===== src/rtl/f1_pkg.sv =====
// f1_pkg: shared state type, LFSR seed and LFSR tap masks for the start-light sequencer
package f1_pkg;
  typedef enum logic [2:0] {IDLE, SEQ, DELAY, WAIT_REACT, DONE} f1_state_t;
  localparam int LFSR_SEED = 1;
  // Maximal-length tap masks for a shift-left Fibonacci LFSR; bit k set means register bit k feeds the xor
  function automatic logic [31:0] lfsr_taps(input int width);
    case (width)
      3:       lfsr_taps = 32'h0000_0006;
      4:       lfsr_taps = 32'h0000_000C;
      5:       lfsr_taps = 32'h0000_0014;
      6:       lfsr_taps = 32'h0000_0030;
      7:       lfsr_taps = 32'h0000_0060;
      8:       lfsr_taps = 32'h0000_00B8;
      9:       lfsr_taps = 32'h0000_0110;
      10:      lfsr_taps = 32'h0000_0240;
      11:      lfsr_taps = 32'h0000_0500;
      12:      lfsr_taps = 32'h0000_0E08;
      13:      lfsr_taps = 32'h0000_1C80;
      14:      lfsr_taps = 32'h0000_3802;
      15:      lfsr_taps = 32'h0000_6000;
      16:      lfsr_taps = 32'h0000_D008;
      default: lfsr_taps = 32'h0000_0060;
    endcase
  endfunction
endpackage


===== src/rtl/f1_light_sequencer_lfsr.sv =====
// lfsr_gen: free-running Fibonacci LFSR, shift left, seeded to LFSR_SEED on reset
//   clk : system clock
//   rst : asynchronous active-low reset
//   en  : advance enable
//   out : current LFSR value (never zero)
module lfsr_gen
  import f1_pkg::*;
#(
  parameter int WIDTH = 7
) (
  input  logic             clk,
  input  logic             rst,
  input  logic             en,
  output logic [WIDTH-1:0] out
);
  localparam logic [WIDTH-1:0] TAPS = WIDTH'(lfsr_taps(WIDTH));
  logic [WIDTH-1:0] lfsr_q, lfsr_d;
  always_comb lfsr_d = en ? {lfsr_q[WIDTH-2:0], ^(lfsr_q & TAPS)} : lfsr_q;
  always_ff @(posedge clk or negedge rst)
    if (!rst) lfsr_q <= WIDTH'(LFSR_SEED);
    else lfsr_q <= lfsr_d;
  assign out = lfsr_q;
endmodule


===== src/rtl/f1_light_sequencer.sv =====
// f1_light_sequencer: F1 start-light sequence with random hold delay and reaction timer
//   clk, rst      : system clock, asynchronous active-low reset
//   tick          : divider pulse, used only while filling lights or counting the delay
//   trigger       : start request (honoured in IDLE and DONE)
//   react         : driver button
//   div_en        : divider enable, high while a tick-paced phase runs
//   lights        : light pattern, bit 0 first
//   reaction_time : captured reaction time in clk cycles (saturating)
//   time_valid    : one-cycle strobe when reaction_time updates
//   jump_start    : sticky flag, react seen before lights-out
module f1_light_sequencer
  import f1_pkg::*;
#(
  parameter int NUM_LIGHTS = 8,
  parameter int LFSR_WIDTH = 7,
  parameter int TIME_WIDTH = 16
) (
  input  logic                  clk,
  input  logic                  rst,
  input  logic                  tick,
  input  logic                  trigger,
  input  logic                  react,
  output logic                  div_en,
  output logic [NUM_LIGHTS-1:0] lights,
  output logic [TIME_WIDTH-1:0] reaction_time,
  output logic                  time_valid,
  output logic                  jump_start
);
  f1_state_t             state_q;
  logic [NUM_LIGHTS-1:0] lights_q;
  logic [LFSR_WIDTH-1:0] lfsr, delay_cnt_q, delay_cnt_d;
  logic [TIME_WIDTH-1:0] timer_q, timer_d, reaction_time_q;
  logic                  div_en_q, time_valid_q, jump_start_q;
  lfsr_gen #(.WIDTH(LFSR_WIDTH)) u_lfsr (.clk(clk), .rst(rst), .en(1'b1), .out(lfsr));
  always_comb timer_d = &timer_q ? timer_q : timer_q + 1'b1;
  always_comb delay_cnt_d = delay_cnt_q - 1'b1;
  always_ff @(posedge clk or negedge rst)
    if (!rst) begin
      state_q         <= IDLE;
      lights_q        <= '0;
      div_en_q        <= 1'b0;
      reaction_time_q <= '0;
      time_valid_q    <= 1'b0;
      jump_start_q    <= 1'b0;
      delay_cnt_q     <= '0;
      timer_q         <= '0;
    end else begin
      time_valid_q <= 1'b0;
      case (state_q)
        IDLE, DONE:
          if (trigger) begin
            state_q      <= SEQ;
            lights_q     <= '0;
            jump_start_q <= 1'b0;
            div_en_q     <= 1'b1;
          end
        SEQ, DELAY:
          // react outranks tick: a press before lights-out is a jump start
          if (react) begin
            state_q      <= DONE;
            lights_q     <= '0;
            jump_start_q <= 1'b1;
            div_en_q     <= 1'b0;
          end else if (tick) begin
            if (state_q == SEQ) begin
              if (&lights_q) begin
                delay_cnt_q <= lfsr;
                state_q     <= DELAY;
              end else lights_q <= {lights_q[NUM_LIGHTS-2:0], 1'b1};
            end else if (delay_cnt_q == LFSR_WIDTH'(1)) begin
              state_q  <= WAIT_REACT;
              lights_q <= '0;
              timer_q  <= '0;
              div_en_q <= 1'b0;
            end else delay_cnt_q <= delay_cnt_d;
          end
        WAIT_REACT: begin
          timer_q <= timer_d;
          if (react) begin
            reaction_time_q <= timer_q;
            time_valid_q    <= 1'b1;
            state_q         <= DONE;
          end
        end
        default: state_q <= IDLE;
      endcase
    end
  assign div_en        = div_en_q;
  assign lights        = lights_q;
  assign reaction_time = reaction_time_q;
  assign time_valid    = time_valid_q;
  assign jump_start    = jump_start_q;
endmodule


===== config.mk =====
export PLATFORM = sky130hd
export DESIGN_NAME = f1_light_sequencer
export DESIGN_NICKNAME = d
export VERILOG_FILES = /design/src/rtl/f1_pkg.sv /design/src/rtl/f1_light_sequencer_lfsr.sv /design/src/rtl/f1_light_sequencer.sv
export SDC_FILE = /design/constraint.sdc
export NUM_CORES = 1
export LEC_CHECK = 0
export BUFFER_PORTS_ARGS = -buffer_cell sky130_fd_sc_hd__buf_2
export CAP_MARGIN = 20
export CORE_ASPECT_RATIO = 0.6
export CORE_MARGIN = 2
export CORE_UTILIZATION = 40
export CTS_CLUSTER_DIAMETER = 30
export DETAILED_ROUTE_END_ITERATION = 6
export PLACE_DENSITY_LB_ADDON = 0.2
export SLEW_MARGIN = 5
export SYNTH_ARGS = -nofsm -noshare
export SYNTH_HDL_FRONTEND = slang
export SYNTH_SLANG_ARGS = --single-unit

===== constraint.sdc =====
create_clock -name clk -period 2.6 [get_ports clk]
set_input_delay 0.39 -clock clk [delete_from_list [all_inputs] [get_ports clk]]
set_output_delay 0.39 -clock clk [all_outputs]
set_load 0.03 [all_outputs]

* Yosys cells after proc, flatten, opt, wreduce, memory -nomap -nowiden
Cells that the tools add are included.
Storage, ports and cells: register bits after elaboration 60, input port bits 5, logic and storage cells 83, output and inout port bits 27
Operators by class: reduce and logical (&&, ||, !) cells 15, eq/ne operators 21, bitwise operators 1, multiplexer cells 35, add/subtract/negate cells 2
Operators with widths (count):
- 16-bit two-way mux | 5
- 8-bit two-way mux | 6
- 16-bit case mux with 2 select lines | 1
- 3-bit two-way mux | 7
- 7-bit two-way mux | 3
- 5-bit AND reduction | 4
- 2-bit inequality test, second input constant | 9
- 16-bit by 1-bit adder with 16-bit output, second input constant | 1
- 8-bit case mux with 2 select lines | 1
- 16-bit AND reduction | 1
- 4-bit inequality test, second input constant | 3
- 1-bit two-way mux | 9
- 3-bit inequality test, second input constant | 3
- 3-bit case mux with 3 select lines | 1
- 8-bit AND reduction | 1
- 7-bit by 1-bit equality test with 1-bit output, second input constant | 1
- 7-bit parity | 1
- 7-bit by 1-bit subtractor with 7-bit output, second input constant | 1
- 3-bit by 2-bit equality test with 1-bit output, second input constant | 2
- 6-bit AND reduction | 1
- 1-bit case mux with 2 select lines | 2
- 2-bit nonzero test | 2
- 2-bit OR reduction | 2
- 3-bit by 1-bit equality test with 1-bit output, second input constant | 1
- 6 further kinds | 6

* Longest topological paths before layout
word-level depth 6, depth in mapped cells 8, mapped depth without buffers 7

* Modules after synthesis
Synthesis repeated with hierarchy kept, for this count alone.
Second synthesis, totals: cells, all modules 284, area, all modules 3016.6 um2
By module, submodules not included:
- f1_light_sequencer | times used 1, area each 2721.4 um2, seq. area each 1326.3 um2, cells an instance 267
- lfsr_gen | times used 1, area each 295.3 um2, seq. area each 176.4 um2, cells an instance 17

* Worst setup path before layout
OpenSTA, ideal clock, no wires.
path type register -> register, from register timer_q[0], to register timer_q[13], path buffers 0, arrival 1.776 ns, setup slack 0.703 ns, setup time 0.121 ns, required time 2.479 ns, cell stages (with the launch flop) 7, clock period less this slack 1.897 ns, cells stage by stage dfrtp_1 -> ha_1 -> nand4_1 -> or4_4 -> and2_4 -> and3_4 -> o22a_1
On the way: longest elaborated chain between the ends 3, elaborated cells between the ends (all ways) 6, those cells by class add/sub (1); eq/ne (1); mux (2); reduce/logical (2)
RTL lines:
- start, declared | RTL line f1_light_sequencer.sv:32 | logic [TIME_WIDTH-1:0] timer_q, timer_d, reaction_time_q;
- start signal, assigned | RTL line f1_light_sequencer.sv:78 | timer_q <= timer_d;
- 16-bit by 1-bit adder with 16-bit output or 16-bit AND reduction (tied branches) | RTL line f1_light_sequencer.sv:35 | always_comb timer_d = &timer_q ? timer_q : timer_q + 1'b1;
- 16-bit two-way mux or 2-bit inequality test (tied branches)
- 16-bit case mux with 2 select lines or 6-bit AND reduction (tied branches)
Several ways; a longest one is shown, not always the timed one. The select of a mux whose other input is x is not followed. A chain may end at the register's enable or synchronous reset.

* Worst setup path in the final report
Ends and elaborated chain as after synthesis.

==> impl_summary.log <==
INFO  metric result_of_the_run = completed
INFO  metric grt_max_degree = 61
INFO  metric cts-buffers-inserted = 9
INFO  metric synth.distinct_cells = 52
INFO  metric post-route-min-period = 2.106 ns
INFO  metric detail_route.wirelength = 6.171 mm
INFO  metric io_pins = 32
INFO  metric fmax = 474.8 MHz
INFO  metric wl_per_instance = 15.66 um
INFO  metric finalHoldViolCount = 0
INFO  metric area_overhead_of_the_layout_relative_to_synthesis = 18.98%
INFO  metric edff_count_synth = 0
INFO  metric syn_nets = 278
INFO  metric synth.top_cell.area_share = 0.5148
INFO  metric post_cts_setup_buffers = 0
INFO  metric start_kind = register
INFO  metric rows = 23
INFO  metric fin_setup_tns = 0 ns
INFO  metric postSynth.asyncResetShare = 1.000
INFO  metric top_reg_cell_synth = sky130_fd_sc_hd__dfrtp_1
INFO  metric sum_of_met3_wire_segment_lengths_after_detailed_routing = 294 um
INFO  metric route.layer.met1.wl = 3.473 mm
INFO  metric skew = 0.004317 ns
INFO  metric rr_startpoint = timer_q[0]$_DFFE_PN0P_
INFO  metric vias_per_cell = 5.411
INFO  metric rsz0062_at_grt = false
INFO  metric postCtsHoldBufs = 0
INFO  metric reg2reg_to = timer_q[13]$_DFFE_PN0P_
INFO  metric final_min_period_over_clock_period = 0.8100
INFO  metric placeableCoreArea = 0.006792 sq mm
INFO  metric drt-pass1-iter-count = 4
INFO  metric hpwl = 4.150 mm
INFO  metric placement.cell_area = 0.003108 sq mm
INFO  metric highest_layer = met4
INFO  metric cp_max_fo = 6
INFO  metric clkLatencyLatePin = 0.33 ns
INFO  metric syn-instance-count = 270
INFO  metric fin_hold_ws = 0.06010 ns
INFO  metric grt-ovfl-total = 0
INFO  metric initial_antenna_violation_count = 0
INFO  metric layout_commonest_cell = sky130_fd_sc_hd__dfrtp_1
INFO  metric clock_tree.htree_level_count = 3
INFO  metric relSlewSlack = 0.5482
INFO  metric initialDrtViolationCount = 141
INFO  metric synth-seq-cells = 60
INFO  metric vdd_drop_max = 637.0 uV
INFO  metric grt_pass1_wl = 10.38 mm
INFO  metric most_frequent_cells_in_the_layout = sky130_fd_sc_hd__dfrtp_1, sky130_fd_sc_hd__buf_2, sky130_fd_sc_hd__nor2_1, sky130_fd_sc_hd__o21ai_0, sky130_fd_sc_hd__nand2_1
INFO  metric grt_pass1_vias = 1932
INFO  metric maxSlewViolCount = 0
INFO  metric io_buf_count = 31
INFO  metric floorplan.die_area = 0.007885 sq mm
INFO  metric overall_die_width = 113.3 um
INFO  metric grt_use_total = 0.1710
INFO  metric worst-slew-pin-transition = 0.6752 ns
INFO  metric ctsResizeCount = 0
INFO  metric timing.setup.critical_path_class = register to register
INFO  metric cp-end-kind = register
INFO  metric ff2ff_path_depth = 6
INFO  metric clk_root_buffer_cell = sky130_fd_sc_hd__clkbuf_16
INFO  metric ant_nets = 0
INFO  metric clk_transition_reported_paths = 0.05 ns
INFO  metric gp_congestion = 0.8424
INFO  metric hold_path.class = primary input to async pin
INFO  metric syn-cell-area = 0.002868 sq mm
INFO  metric avgSynthCellArea = 10.62 sq um
INFO  metric remaining_routing_drc_violations = 0
INFO  metric die_h = 69.59 um
INFO  metric timing.critical_path.required = 2.81 ns
INFO  metric synth-seq-area-share = 0.5240
INFO  metric power_per_cell_area = 872.9 mW/mm^2
INFO  metric cts_tree = built
INFO  metric post_synth_main_area_contributors = sky130_fd_sc_hd__dfrtp_1, sky130_fd_sc_hd__mux2_2, sky130_fd_sc_hd__o21ai_0, sky130_fd_sc_hd__mux2i_1, sky130_fd_sc_hd__nor2_1
INFO  metric cts_max_path_buffers = 2
INFO  metric start_util = 0.4223
INFO  metric setup.reg_to_reg.worst_slack = 0.49 ns
INFO  metric final_area = 0.003412 sq mm
INFO  metric finalNetCount = 311
INFO  metric route.met2.wl = 2.308 mm
INFO  metric n_antenna_cell = 0
INFO  metric leakage = 1.651 nW
INFO  metric p_total = 0.002978 W
INFO  metric critical_path_arrival = 2.32 ns
INFO  metric setup_violations = 0
INFO  metric cts.sink_count = 60
INFO  metric post_route_cells_drive_above_1_share = 0.2443
INFO  metric synth_warnings = 0
INFO  metric timing.max_cap.violations = 0
INFO  metric synth_largest_area_cell = sky130_fd_sc_hd__dfrtp_1
INFO  metric detailroute.via_count = 2132
==> Yosys cell counts (all sizes together) (2+ instances only) <==
cell,count
a311oi,4
nand2,17
clkbuf,5
buf,7
and3,11
and2,5
a22oi,2
o21a,2
nand4,5
a21oi,13
mux2,16
nor3,7
mux2i,8
o21bai,2
a31o,2
a22o,3
nor2,18
and4,3
a31oi,9
nand3b,2
dfrtp,59
inv,14
o21ai,18
o31ai,2
nor3b,3
nand2b,2
xor2,2
nand3,8
ha,3
o22a,3
==> routing by layer <==
layer,global-route usage,vias to the layer above
li1,-,1058
met1,0.2755,1018
met2,0.1969,49
met3,0.06206,7
met4,0.06911,0
met5,0,-
==> worst max path at each step <==
stage          slack [ns]                       to                        from
2_1_floorplan        0.70  timer_q[13]$_DFFE_PN0P_      timer_q[0]$_DFFE_PN0P_
3_3_place_gp         0.57  timer_q[13]$_DFFE_PN0P_      timer_q[0]$_DFFE_PN0P_
3_5_place_dp         0.53  timer_q[13]$_DFFE_PN0P_      timer_q[0]$_DFFE_PN0P_
4_1_cts              0.52  timer_q[13]$_DFFE_PN0P_      timer_q[0]$_DFFE_PN0P_
5_1_grt              0.31    lights[6]$_DFFE_PN0P_  delay_cnt_q[3]$_DFFE_PN0P_
6_report             0.49  timer_q[13]$_DFFE_PN0P_      timer_q[0]$_DFFE_PN0P_
==> where the power goes <==
group          switching, W  internal [W]  total [W]
logic              0.000383      0.000241   0.000624
clock network      0.000387      0.000814    0.00120
registers          0.000125       0.00103    0.00115
==> final cells by class <==
class / instances / area (sq um)
inverters: 14 / 52.55
clock buffers: 14 / 274.0
well taps: 87 / 108.9
flip-flops and latches: 60 / 1503
repair buffers: 34 / 190.2
clock inverters: 1 / 30.03
fillers: 626 / 3379
multi-input cells: 184 / 1254
==> kinds of logic (layout without fill, tap and decap cells) <==
group           count (synthesis)  after routing  share of synthesized area
xor+xnor                        2              2                   0.006109
flops                          60             60                     0.5240
fa+ha+maj                       3              3                    0.01309
buf+inv                        26             63                    0.03883
simple gates                   86             86                     0.1680
mux                            24             24                    0.09075
compound gates                 69             69                     0.1593
==> sequential cells by signal, summed over array words and instances (netlist names) <==
signal,flops
reaction_time,16
timer_q,16
delay_cnt_q,7
state_q,3
lights,8
time_valid,1
u_lfsr.out,7
jump_start,1
div_en,1
==> worst max-delay path, stage by stage, from the launching register on <==
cell and delay, ns:
sky130_fd_sc_hd__dfrtp_1 0.39, sky130_fd_sc_hd__ha_1 0.24, sky130_fd_sc_hd__nand4_1 0.20, sky130_fd_sc_hd__or4_4 0.59
sky130_fd_sc_hd__and2_4 0.20, sky130_fd_sc_hd__and3_4 0.17, sky130_fd_sc_hd__o22a_1 0.19
==> metrics by stage <==
| step | worst slack (ns) | util | std cells |
|---|---|---|---|
| after floorplan | 0.7026 | - | 270 |
| after global placement | 0.5700 | 0.4576 | 379 |
| after detailed placement | 0.5335 | 0.4576 | 379 |
| after CTS | 0.5194 | 0.5024 | 394 |
| after global routing | 0.3132 | 0.5024 | 394 |
| final | 0.4939 | 0.5024 | 394 |
Power figures use the tool's default switching activity.
